`src/rtl/gpio_arb.sv`:
```
// Round-robin arbiter sharing the gpio register port between CPU bus (port 0) and bit-bang engine (port 1).
// Grant edge -> wr_en visible next cycle -> ack the cycle after; requests stay pending until granted.
module gpio_arb #(
    parameter int AW       = 3,
    parameter int DW       = 32,
    parameter int BW       = 4,
    parameter int LOCK_MAX = 16
) (
    input  logic          i_clk,
    input  logic          i_rstb,
    input  logic [1:0]    i_req,
    input  logic [1:0]    i_lock,
    input  logic [AW-1:0] i_addr0,
    input  logic [AW-1:0] i_addr1,
    input  logic [DW-1:0] i_din0,
    input  logic [DW-1:0] i_din1,
    input  logic [BW-1:0] i_wr_en0,
    input  logic [BW-1:0] i_wr_en1,
    output logic [1:0]    o_ack,
    output logic [DW-1:0] o_rdata,
    output logic [1:0]    o_gnt,
    output logic [AW-1:0] o_gpio_addr,
    output logic [DW-1:0] o_gpio_din,
    output logic [BW-1:0] o_gpio_wr_en,
    input  logic [DW-1:0] i_gpio_dout
);

    localparam logic [1:0] ST_IDLE  = 2'd0;
    localparam logic [1:0] ST_ISSUE = 2'd1;
    localparam logic [1:0] ST_ACK   = 2'd2;
    localparam int         CW       = $clog2(LOCK_MAX + 1);

    logic [1:0]    state_q, state_d;
    logic          owner_q, owner_d;
    logic          rr_q, rr_d;
    logic          lock_act_q, lock_act_d;
    logic          lock_own_q, lock_own_d;
    logic [CW-1:0] lock_cnt_q, lock_cnt_d;
    logic [1:0]    ack_q, ack_d;
    logic [1:0]    gnt_q, gnt_d;
    logic [DW-1:0] rdata_q, rdata_d;
    logic [AW-1:0] addr_q, addr_d;
    logic [DW-1:0] din_q, din_d;
    logic [BW-1:0] wr_en_q, wr_en_d;
    logic          arb;
    logic          sel;

    always_comb begin
        state_d    = state_q;
        owner_d    = owner_q;
        rr_d       = rr_q;
        lock_act_d = lock_act_q;
        lock_own_d = lock_own_q;
        lock_cnt_d = lock_cnt_q;
        ack_d      = 2'b00;
        gnt_d      = gnt_q;
        rdata_d    = rdata_q;
        addr_d     = addr_q;
        din_d      = din_q;
        wr_en_d    = '0;
        arb        = 1'b0;
        sel        = 1'b0;

        case (state_q)
            ST_IDLE: arb = 1'b1;
            ST_ISSUE: begin
                rdata_d = i_gpio_dout;
                ack_d   = gnt_q;
                state_d = ST_ACK;
            end
            ST_ACK: begin
                rr_d = ~owner_q;
                if (i_lock[owner_q] && ((int'(lock_cnt_q) + 1) < LOCK_MAX)) begin
                    lock_act_d = 1'b1;
                    lock_own_d = owner_q;
                    lock_cnt_d = lock_cnt_q + CW'(1);
                end else begin
                    lock_act_d = 1'b0;
                    lock_cnt_d = '0;
                end
                // Re-arbitrate on the same edge so back-to-back accesses cost two cycles each.
                arb = 1'b1;
            end
            default: state_d = ST_IDLE;
        endcase

        if (arb) begin
            if (lock_act_d && i_req[lock_own_d]) begin
                sel = lock_own_d;
            end else if (i_req == 2'b10) begin
                sel = 1'b1;
            end else if (i_req == 2'b01) begin
                sel = 1'b0;
            end else begin
                sel = rr_d;
            end

            if (|i_req) begin
                state_d = ST_ISSUE;
                owner_d = sel;
                gnt_d   = sel ? 2'b10 : 2'b01;
                addr_d  = sel ? i_addr1  : i_addr0;
                din_d   = sel ? i_din1   : i_din0;
                wr_en_d = sel ? i_wr_en1 : i_wr_en0;
            end else begin
                state_d = ST_IDLE;
                gnt_d   = 2'b00;
            end
        end
    end

    always_ff @(posedge i_clk or negedge i_rstb) begin
        if (!i_rstb) begin
            state_q    <= ST_IDLE;
            owner_q    <= 1'b0;
            rr_q       <= 1'b0;
            lock_act_q <= 1'b0;
            lock_own_q <= 1'b0;
            lock_cnt_q <= '0;
            ack_q      <= 2'b00;
            gnt_q      <= 2'b00;
            rdata_q    <= '0;
            addr_q     <= '0;
            din_q      <= '0;
            wr_en_q    <= '0;
        end else begin
            state_q    <= state_d;
            owner_q    <= owner_d;
            rr_q       <= rr_d;
            lock_act_q <= lock_act_d;
            lock_own_q <= lock_own_d;
            lock_cnt_q <= lock_cnt_d;
            ack_q      <= ack_d;
            gnt_q      <= gnt_d;
            rdata_q    <= rdata_d;
            addr_q     <= addr_d;
            din_q      <= din_d;
            wr_en_q    <= wr_en_d;
        end
    end

    assign o_ack        = ack_q;
    assign o_gnt        = gnt_q;
    assign o_rdata      = rdata_q;
    assign o_gpio_addr  = addr_q;
    assign o_gpio_din   = din_q;
    assign o_gpio_wr_en = wr_en_q;

endmodule
```
`config.mk`:
```
export PLATFORM = sky130hd
export DESIGN_NAME = gpio_arb
export DESIGN_NICKNAME = d
export VERILOG_FILES = /design/src/rtl/gpio_arb.sv
export SDC_FILE = /design/constraint.sdc
export NUM_CORES = 1
export LEC_CHECK = 0
export BUFFER_PORTS_ARGS = -buffer_cell sky130_fd_sc_hd__buf_2
export CAP_MARGIN = 5
export CORE_UTILIZATION = 45
export CTS_CLUSTER_DIAMETER = 40
export DETAILED_ROUTE_END_ITERATION = 10
export HOLD_SLACK_MARGIN = 0.15
export PLACE_DENSITY = 0.84
export SLEW_MARGIN = 10
export SYNTH_ARGS = -nofsm -noshare
export SYNTH_HDL_FRONTEND = slang
export SYNTH_SLANG_ARGS = --single-unit
```
`constraint.sdc`:
```
create_clock -name i_clk -period 2.5 [get_ports i_clk]
set_clock_uncertainty 0.15 [all_clocks]
set_input_delay 0 -clock i_clk [delete_from_list [all_inputs] [get_ports i_clk]]
set_output_delay 0 -clock i_clk [all_outputs]
set_load 0.02 [all_outputs]
```
==> results of run 1 <==
[kinds of logic (layout without fill, tap and decap cells)]
kind of cell,Yosys count,in the layout,share of synthesized area [%]
buffers and inverters,31,341,4.213
AOI/OAI and AO/OA,56,59,15.25
muxes,2,2,0.5919
xor gates and xnor gates,1,1,0.2438
and+or+nand+nor,156,156,19.46
adders and majority gates,1,1,0.3481
DFF,86,86,59.89
[power by group]
group | leakage [nW] | internal (mW) | switching [mW] | total (mW)
combinational | 1.91 | 0.741 | 1.02 | 1.76
sequential | 1.02 | 1.74 | 0.236 | 1.98
clock | 0.116 | 0.617 | 0.507 | 1.12
total | 3.05 | 3.10 | 1.77 | 4.86
[worst reg2reg max path, cell delays in order, from the launching register on]
cell,delay [ps]
dfrtp_2,450
ha_2,230
a31oi_1,180
a41o_1,210
a31o_1,220
o21ai_4,100
a211o_2,470
o221a_1,280
[synthesized netlist by cell type]
library cell,count,share of area [%]
a41o_1,1,0.28
or2_2,1,0.17
o22ai_1,4,0.70
nand3_1,2,0.28
a21oi_1,2,0.28
ha_1,1,0.35
nor2b_1,2,0.35
o21ai_1,1,0.14
a21oi_2,1,0.24
buf_2,4,0.56
a21boi_2,1,0.31
o21a_1,1,0.21
a31oi_1,1,0.17
buf_6,4,1.3
nand2b_1,37,6.4
a32o_1,1,0.28
nand3b_1,1,0.21
mux2i_1,1,0.28
clkbuf_1,12,1.3
inv_1,10,1.0
a31o_1,1,0.24
o221a_1,35,11
xor2_1,1,0.24
o21ai_2,1,0.24
dfrtp_1,86,60
a211o_4,1,0.49
o21ai_0,5,0.70
nand2_1,107,11
and2_1,3,0.52
nor2_1,3,0.31
clkinv_1,1,0.10
mux2_2,1,0.31
[per-layer routing]
layer | GRT usage, % | up-vias | share of wire [%]
met5 | 0 | - | 0
met1 | 32.10 | 1848 | 35
met4 | 23.41 | 0 | 6.5
li1 | - | 1748 | -
met3 | 9.631 | 72 | 6.5
met2 | 57.95 | 216 | 52
[through the flow]
step | instances | util (%) | instance area (um^2)
after global routing | 748 | 78.89 | 6096
after floorplan | 333 | - | 3593
final | 748 | 78.89 | 6096
after CTS | 744 | 78.16 | 6040
after detailed placement | 611 | 59.86 | 4626
after global placement | 611 | 59.86 | 4626
[layout make-up]
class                           count  share of cell area, %
Timing Repair Buffer              314                  36.08
Sequential cell                    86                  35.32
Multi-Input combinational cell    219                  22.00
Clock buffer                       11                  2.484
Tap cell                          102                  2.094
Clock inverter                      5                  1.334
Inverter                           11                 0.6773
[flip-flops by register name, indices dropped and copies added (netlist names), 2 cells and up]
signal        count
o_gpio_din       32
o_rdata          32
lock_cnt_q        5
o_gpio_wr_en      4
o_gpio_addr       3
o_ack             2
o_gnt             2
state_q           2
[path summary, 6_finish.rpt]
kind,slack [ps],cells past startpoint,from,to
min,210,4,i_gpio_dout[30],o_rdata[30]$_DFFE_PN0N_
max,110,7,lock_cnt_q[0]$_DFFE_PN0P_,o_gpio_din[23]$_DFFE_PN0P_
min reg2reg,320,2,o_rdata[11]$_DFFE_PN0N_,o_rdata[11]$_DFFE_PN0N_
max reg2reg,110,7,lock_cnt_q[0]$_DFFE_PN0P_,o_gpio_din[23]$_DFFE_PN0P_
min in group asynchronous,620,4,i_rstb,lock_cnt_q[3]$_DFFE_PN0P_
max in group asynchronous,1360,4,i_rstb,owner_q$_DFFE_PN0P_
[cell usage in the layout, fill, tap and decap left out, types with 4 or more instances in the layout]
cell type	Yosys	routed
nand2_1	107	107
dfrtp_1	86	85
buf_4	0	7
inv_1	10	10
buf_2	4	189
o22ai_1	4	4
o221a_1	35	35
dlygate4sd3_1	0	116
clkbuf_8	0	11
o21ai_0	5	5
nand2b_1	37	37
[repair_timing]
item                                    CTS  global route
endpoints found under the setup margin    0            40
endpoints found under the hold margin   166             0
buffers inserted                          0             1
gates resized for setup                   0             4
hold buffers                            117             0
==> flow_metrics.env, run 1 <==
export IMPL_route_detailed_drc=0
export IMPL_synth_avg_cell_area_um2=10.79
export IMPL_place_ws_ps=56.61
export IMPL_drt_pass1_iterations=5
export IMPL_cp_required_ps=2600
export IMPL_hold_ws_ps=213.4
export IMPL_ys_warnings_count=0
export IMPL_period_share_pct=95.59
export IMPL_fill_cells=478
export IMPL_nets=758
export IMPL_coreArea_mm2=0.007727
export IMPL_fp_dieH_um=91.36
export IMPL_syn_area_mm2=0.003593
export IMPL_cts_buffer_depth=2
export IMPL_hp_class="input pin to flop"
export IMPL_grt_overflow_total=0
export IMPL_n_antenna_cell=0
export IMPL_port_buffer_count=190
export IMPL_maxSlewViolCount=0
export IMPL_worstPathMaxFanout=10
export IMPL_ctsHtreeMaxLevel=3
export IMPL_maxSlewHeadroom_pct=51.83
export IMPL_power_density_mw_per_mm2=798.0
export IMPL_synth_cell_type_count=32
export IMPL_fmax_mhz=418.5
export IMPL_root_buffer="clkbuf_8"
export IMPL_status="finished clean"
export IMPL_grt_max_degree=43
export IMPL_layout_drive_gt1_share_pct=34.98
export IMPL_p_leak_nw=3.050
export IMPL_gp_congestion=0.8053
export IMPL_fin_tns_setup_ps=0
export IMPL_io_pins=191
export IMPL_cap_violations=0
export IMPL_synth_seq_cells=86
export IMPL_seq_area_frac_synth_pct=59.89
export IMPL_power_mw=4.865
export IMPL_slowest_delay_ps=470
export IMPL_peakVddDrop_mv=0.5393
export IMPL_area_growth_pct=69.64
export IMPL_dpl_hpwl_um=6555
export IMPL_fin_ws_ps=110.3
export IMPL_grt_pass1_wl_um=20620
export IMPL_floorplan_initialDensity_pct=46.50
export IMPL_antenna_found_initial=0
export IMPL_hold_viol_final=0
export IMPL_crit_buf_inv=0
export IMPL_syn_nets=450
export IMPL_wire_per_inst_um=17.92
export IMPL_ant_nets=0
export IMPL_start_kind="flop"
export IMPL_path_delay_family="compound AO/OA/AOI/OAI gates"
export IMPL_min_period_ps=2390
export IMPL_setup_violations_final=0
export IMPL_wirelength_um=13410
export IMPL_first_global_vias=4299
export IMPL_tightest_slew_ps=722.5
export IMPL_critPathKind="flop to flop"
export IMPL_worstPathCellList="ha_2, a31oi_1, a41o_1, a31o_1, o21ai_4, a211o_2, o221a_1"
export IMPL_seqCellArea_mm2=0.002153
export IMPL_vias=3884
export IMPL_die_x_um=91.36
export IMPL_cts_made_buffers=9
export IMPL_die_area_mm2=0.008347
export IMPL_vias_per_cell=5.193
export IMPL_cts_sinks=86
export IMPL_syn_instance_count=333
export IMPL_clk_pin_slew_ps=90
export IMPL_multi_input_area_mm2=0.001341
export IMPL_end_kind="flop"
export IMPL_clk_latency_ps=360
export IMPL_drtIter0Drc=254
export IMPL_cts_tree="done"
export IMPL_worstPathArrival_ps=2490
export IMPL_grt_usage_pct=32.56
export IMPL_critPathSlowestCell="a211o_2"
export IMPL_row_count=32
No activity file was read; power rests on OpenSTA's default activity.
==> inputs of run 2 (changes only) <==
--- a/config.mk
+++ b/config.mk
@@ -7,11 +7,12 @@
 export LEC_CHECK = 0
 export BUFFER_PORTS_ARGS = -buffer_cell sky130_fd_sc_hd__buf_2
 export CAP_MARGIN = 5
+export CORE_MARGIN = 2
 export CORE_UTILIZATION = 45
 export CTS_CLUSTER_DIAMETER = 40
 export DETAILED_ROUTE_END_ITERATION = 10
 export HOLD_SLACK_MARGIN = 0.15
-export PLACE_DENSITY = 0.84
+export PLACE_DENSITY = 0.83
 export SLEW_MARGIN = 10
 export SYNTH_ARGS = -nofsm -noshare
 export SYNTH_HDL_FRONTEND = slang
==> run 2 against run 1 <==
Combinational power about the same; cell count decreased by 0.67%; register-to-register slack improved by 30 ps; non-clock buffer count decreased by 5; count of clock-buffer cells in the layout decreased by 2; via count decreased by 0.57%; critical endpoint is now o_gpio_din[6]$_DFFE_PN0P_.
==> flow_metrics.env, run 2 (same netlist as run 1, synthesis figures left out) <==
export IMPL_status="finished clean"
export IMPL_nets=753
export IMPL_p_leak_nw=2.996
export IMPL_final_common_cell="buf_2"
export IMPL_setup_violations_final=0
export IMPL_coreArea_mm2=0.007727
export IMPL_r2r_end="o_gpio_din[6]$_DFFE_PN0P_"
export IMPL_r2r_slack_ps=140
export IMPL_min_delay_start="i_gpio_dout[11]"
export IMPL_cp_required_ps=2600
export IMPL_min_period_ps=2361
export IMPL_vias_per_cell=5.198
export IMPL_ant_nets=0
export IMPL_grt_overflow_total=0
export IMPL_use_met3_pct=5.721
export IMPL_rr_worst_depth=7
export IMPL_floorplan_initialDensity_pct=46.50
export IMPL_drtIter0Drc=224
export IMPL_r2r_start="lock_cnt_q[0]$_DFFE_PN0P_"
export IMPL_path_depth=7
export IMPL_dp_cells=609
export IMPL_grt_use_met1_pct=31.38
export IMPL_critPathSlowestCell="dfrtp_2"
export IMPL_first_global_vias=4041
export IMPL_row_count=32
export IMPL_layout_drive_gt1_share_pct=34.79
export IMPL_dpl_hpwl_um=6894
export IMPL_die_area_mm2=0.008716
export IMPL_n_antenna_cell=0
export IMPL_crit_buf_inv=0
export IMPL_io_pins=191
export IMPL_drt_pass1_iterations=5
export IMPL_wire_per_inst_um=17.69
export IMPL_end_kind="flop"
export IMPL_antenna_found_initial=0
export IMPL_die_x_um=93.36
export IMPL_worstPathCellList="ha_2, a31oi_1, a41o_1, a31o_1, o21ai_4, a211o_2, o221a_1"
export IMPL_power_density_mw_per_mm2=779.8
export IMPL_grt_usage_pct=29.06
export IMPL_hold_path_cell_count=4
export IMPL_rsz0062_at_grt="no"
export IMPL_cap_violations=0
export IMPL_clk_latency_ps=350
export IMPL_maxSlewHeadroom_pct=29.52
export IMPL_gp_congestion=0.7884
export IMPL_root_buffer="clkbuf_8"
export IMPL_wirelength_um=13150
export IMPL_fin_tns_setup_ps=0
export IMPL_area_growth_pct=66.85
export IMPL_cts_buffer_depth=2
export IMPL_route_detailed_drc=0
export IMPL_hp_class="input pin to flop"
export IMPL_tightest_slew_ps=1057
export IMPL_fp_dieH_um=93.36
export IMPL_port_buffer_count=190
export IMPL_cts_made_buffers=9
export IMPL_clk_pin_slew_ps=110
export IMPL_most_common_layout_cells="buf_2 (189), dlygate4sd3_1 (115), nand2_1 (107), dfrtp_1 (84), nand2b_1 (37)"
export IMPL_maxSlewViolCount=0
export IMPL_hold_viol_final=0
export IMPL_cts_tree="done"
export IMPL_cts_sinks=86
export IMPL_period_share_pct=94.44
export IMPL_path_delay_family="compound AO/OA/AOI/OAI gates"
export IMPL_final_cells=743
export IMPL_fmax_mhz=423.6
export IMPL_start_kind="flop"
export IMPL_worstPathMaxFanout=10
export IMPL_vias=3862
export IMPL_top_usage_layer="met2"
export IMPL_critPathKind="flop to flop"
export IMPL_worstPathArrival_ps=2460
export IMPL_grt_pass1_wl_um=19440
export IMPL_hold_end="o_rdata[11]$_DFFE_PN0N_"
export IMPL_ctsHtreeMaxLevel=3
export IMPL_globalRouteMet2Util_pct=52.10
export IMPL_slowest_delay_ps=450
export IMPL_grt_max_degree=87
export IMPL_peakVddDrop_mv=0.4887
==> run 2: cell count changes in the layout (fill, tap and decap cells not counted), sizes merged <==
cell         change
clkinv           -1
clkbuf           -2
dlygate4sd3      -1
buf              -4
bufinv           -2
inv              +5
==> run 2: tightest hold or removal path: stages <==
cell and delay (ps):
dlygate4sd3_1 520, buf_2 90, nand2_1 40, nand2_1 40
==> run 2: per-stage QoR <==
stage | area [um^2] | total power, mW | setup WS, ps | hold slack, ps | util [%]
2_1_floorplan | 3593 | 2.892 | 303.9 | -445.6 | -
3_3_place_gp | 4598 | 3.405 | 164.8 | 38.65 | 59.50
3_5_place_dp | 4598 | 3.472 | 9.978 | 42.38 | 59.50
4_1_cts | 5946 | 4.573 | 3.244 | 203.9 | 76.94
5_1_grt | 5996 | 4.894 | 11.64 | 230.7 | 77.59
6_report | 5996 | 4.676 | 139.1 | 220.8 | 77.59
==> run 2: final cells by class <==
type,count,area [um^2]
clock buffers,9,123.9
clock inverters,7,72.57
fillers,478,1732
inverters,11,41.29
multi-input cells,219,1341
flip-flops and latches,86,2155
well taps,102,127.6
repair buffers,309,2135
==> run 2: timing repair <==
action | 4_1_cts | 5_1_grt
resized for setup | 0 | 5
hold buffers | 115 | 0
buffers inserted | 0 | 0
endpoints found under the setup margin | 0 | 40
endpoints found under the hold margin | 165 | 0
==> run 2: worst max path at each step <==
stage | startpoint | end | slack, ps
2_1_floorplan | lock_cnt_q[0]$_DFFE_PN0P_ | o_gpio_addr[0]$_DFFE_PN0P_ | 300
3_3_place_gp | lock_cnt_q[0]$_DFFE_PN0P_ | o_gpio_din[19]$_DFFE_PN0P_ | 160
3_5_place_dp | lock_cnt_q[0]$_DFFE_PN0P_ | o_gpio_din[22]$_DFFE_PN0P_ | 10
4_1_cts | lock_cnt_q[0]$_DFFE_PN0P_ | o_gpio_din[9]$_DFFE_PN0P_ | 3
5_1_grt | lock_cnt_q[0]$_DFFE_PN0P_ | o_gpio_din[18]$_DFFE_PN0P_ | 10
6_report | lock_cnt_q[0]$_DFFE_PN0P_ | o_gpio_din[6]$_DFFE_PN0P_ | 140
==> run 2: routing by layer <==
metal	vias up	part of all wire (%)
li1	1742	-
met1	1835	36
met2	225	53
met3	60	6.3
met4	0	4.9
met5	-	0
==> run 2: power breakdown <==
part	total, mW	switching (mW)	internal [mW]
clock network	0.975	0.580	0.395
registers	1.97	0.224	1.74
logic	1.74	1.01	0.721
==> inputs of run 3 (changes only) <==
--- a/config.mk
+++ b/config.mk
@@ -8,11 +8,11 @@
 export BUFFER_PORTS_ARGS = -buffer_cell sky130_fd_sc_hd__buf_2
 export CAP_MARGIN = 5
 export CORE_MARGIN = 2
-export CORE_UTILIZATION = 45
+export CORE_UTILIZATION = 48
 export CTS_CLUSTER_DIAMETER = 40
 export DETAILED_ROUTE_END_ITERATION = 10
 export HOLD_SLACK_MARGIN = 0.15
-export PLACE_DENSITY = 0.83
+export PLACE_DENSITY = 0.88
 export SLEW_MARGIN = 10
 export SYNTH_ARGS = -nofsm -noshare
 export SYNTH_HDL_FRONTEND = slang
==> constraint.sdc (replaced) <==
create_clock -name i_clk -period 2.94 [get_ports i_clk]
set_clock_uncertainty 0.15 [all_clocks]
set_input_delay 0 -clock i_clk [delete_from_list [all_inputs] [get_ports i_clk]]
set_output_delay 0 -clock i_clk [all_outputs]
set_load 0.02 [all_outputs]
==> run 3 against run 2 <==
Count of clock-buffer cells in the layout is 1 higher; maximum frequency is 16% lower; worst setup slack worse by 17 ps; sequential power is 15% lower; hold slack worse by 2.9 ps; via count is 2.2% higher; utilization is 4.8 points higher; total power is 16% lower; first-iteration DRC count is 39% higher; clock power is 21% lower; combinational power is 14% lower; critical path type unchanged.
==> flow_metrics.env, run 3 (same netlist as run 1, synthesis figures left out) <==
export IMPL_period_share_pct=95.86
export IMPL_final_cells=742
export IMPL_ctsHtreeMaxLevel=3
export IMPL_gp_congestion=0.7783
export IMPL_row_count=31
export IMPL_critPathSlowestCell="dlygate4sd3_1"
export IMPL_cts_sinks=86
export IMPL_fp_dieH_um=90.53
export IMPL_grt_usage_pct=31.94
export IMPL_start_kind="flop"
export IMPL_maxSlewViolCount=0
export IMPL_first_global_vias=4241
export IMPL_final_common_cell="buf_2"
export IMPL_status="finished clean"
export IMPL_fin_tns_setup_ps=0
export IMPL_die_x_um=90.53
export IMPL_worstPathMaxFanout=13
export IMPL_nets=754
export IMPL_end_kind="flop"
export IMPL_vias_per_cell=5.319
export IMPL_vias=3947
export IMPL_floorplan_initialDensity_pct=49.54
export IMPL_maxSlewHeadroom_pct=29.51
export IMPL_dp_cells=606
export IMPL_slowest_delay_ps=560
export IMPL_fmax_mhz=354.8
export IMPL_rsz0062_at_grt="no"
export IMPL_cts_buffer_depth=2
export IMPL_fin_ws_ps=121.8
export IMPL_hold_viol_final=0
export IMPL_io_pins=191
export IMPL_clk_latency_ps=350
export IMPL_port_buffer_count=190
export IMPL_cp_common_cell="o21ai_2"
export IMPL_cap_violations=0
export IMPL_setup_violations_final=0
export IMPL_critPathKind="flop to flop"
export IMPL_grt_pass1_wl_um=20570
export IMPL_drtIter0Drc=312
export IMPL_area_growth_pct=66.33
export IMPL_min_period_ps=2818
export IMPL_grt_overflow_total=0
export IMPL_worstPathCellList="ha_2, a31oi_1, a41o_1, a31o_1, o21ai_2, o21ai_2, buf_4, o22ai_1, dlygate4sd3_1"
export IMPL_root_buffer="clkbuf_8"
export IMPL_peakVddDrop_mv=0.3409
export IMPL_tightest_slew_ps=1057
export IMPL_wirelength_um=13210
export IMPL_ant_nets=0
export IMPL_path_delay_family="compound AO/OA/AOI/OAI gates"
export IMPL_drt_pass1_iterations=6
export IMPL_dpl_hpwl_um=6656
export IMPL_most_common_layout_cells="buf_2 (189), dlygate4sd3_1 (117), nand2_1 (107), dfrtp_1 (85), nand2b_1 (37)"
export IMPL_crit_buf_inv=2
export IMPL_antenna_found_initial=1
export IMPL_power_density_mw_per_mm2=658.6
export IMPL_p_leak_nw=3.003
export IMPL_wire_per_inst_um=17.80
export IMPL_fill_cells=393
export IMPL_cts_made_buffers=9
export IMPL_die_area_mm2=0.008195
export IMPL_layout_drive_gt1_share_pct=34.42
export IMPL_grt_max_degree=87
export IMPL_place_ws_ps=490.7
export IMPL_clk_pin_slew_ps=90
export IMPL_worstPathArrival_ps=2960
export IMPL_cts_tree="done"
export IMPL_hp_class="input pin to asynchronous set/reset pin"
export IMPL_route_detailed_drc=0
export IMPL_coreArea_mm2=0.007253
export IMPL_cp_required_ps=3080
run 3: cell count changes in the layout (fill, tap and decap cells not counted), sizes merged:
cell | before | now
diode | 0 | 1
inv | 15 | 10
a211o | 4 | 3
clkinv | 2 | 6
clkbuf | 9 | 10
dlygate4sd3 | 115 | 117
run 3: layer usage:
layer  up-vias  part of all wire (%)  GRT usage (%)  routed length [um]
li1       1742                     -              -                   -
met1      1901                    35          33.39                4599
met2       234                    53          59.02                7018
met3        70                   6.4          5.342                 847
met4         0                   5.6          20.00                 739
met5         -                     0              0                   0
run 3: report_power, final:
part / internal, mW / leakage [nW] / switching, mW
Combinational: 0.621 / 1.89 / 0.864
Sequential: 1.48 / 1.02 / 0.197
Clock: 0.334 / 0.0924 / 0.440
Total: 2.43 / 3.00 / 1.50
run 3: layout make-up:
cell class | instances | area, um^2 | share of cell area (%)
Multi-Input combinational cell | 218 | 1316 | 22.02
Tap cell | 99 | 123.9 | 2.072
Clock inverter | 6 | 47.55 | 0.7955
Inverter | 11 | 41.29 | 0.6908
Clock buffer | 10 | 137.6 | 2.303
Antenna cell | 1 | 2.502 | 0.04187
Timing Repair Buffer | 311 | 2155 | 36.05
Sequential cell | 86 | 2153 | 36.03
run 3: stage by stage:
step                      total power [mW]  utilization (%)  hold WS (ps)  instance area [um^2]
final                                3.936            82.40         217.9                  5977
after global routing                 4.126            82.40         239.0                  5977
after CTS                            3.850            82.04         206.5                  5951
after floorplan                      2.460                -        -445.6                  3593
after global placement               2.891            63.34         37.92                  4594
after detailed placement             2.947            63.34         44.19                  4594
run 3: what timing repair did:
item                       4_1_cts  5_1_grt
hold buffers                   117        0
hold endpoints to repair       164        0
buffers inserted                 0        0
resized for setup                0        2
setup endpoints to repair        0        4
run 3: final timing paths:
path | start | to | slack [ps] | depth (start not counted)
setup / recovery | lock_cnt_q[1]$_DFFE_PN0P_ | o_gpio_wr_en[2]$_DFF_PN0_ | 120 | 9
hold / removal | i_rstb | o_rdata[2]$_DFFE_PN0N_ | 220 | 2
setup reg to reg | lock_cnt_q[1]$_DFFE_PN0P_ | o_gpio_wr_en[2]$_DFF_PN0_ | 120 | 9
hold reg to reg | o_rdata[5]$_DFFE_PN0N_ | o_rdata[5]$_DFFE_PN0N_ | 320 | 2
max in group asynchronous | i_rstb | lock_cnt_q[0]$_DFFE_PN0P_ | 1680 | 2
min in group i_clk | i_gpio_dout[6] | o_rdata[6]$_DFFE_PN0N_ | 220 | 4
run 3: worst reg2reg max path, stage by stage, from the launching register on:
cell,delay (ps)
dfrtp_1,430
ha_2,260
a31oi_1,110
a41o_1,280
a31o_1,250
o21ai_2,280
o21ai_2,110
buf_4,190
o22ai_1,150
dlygate4sd3_1,560
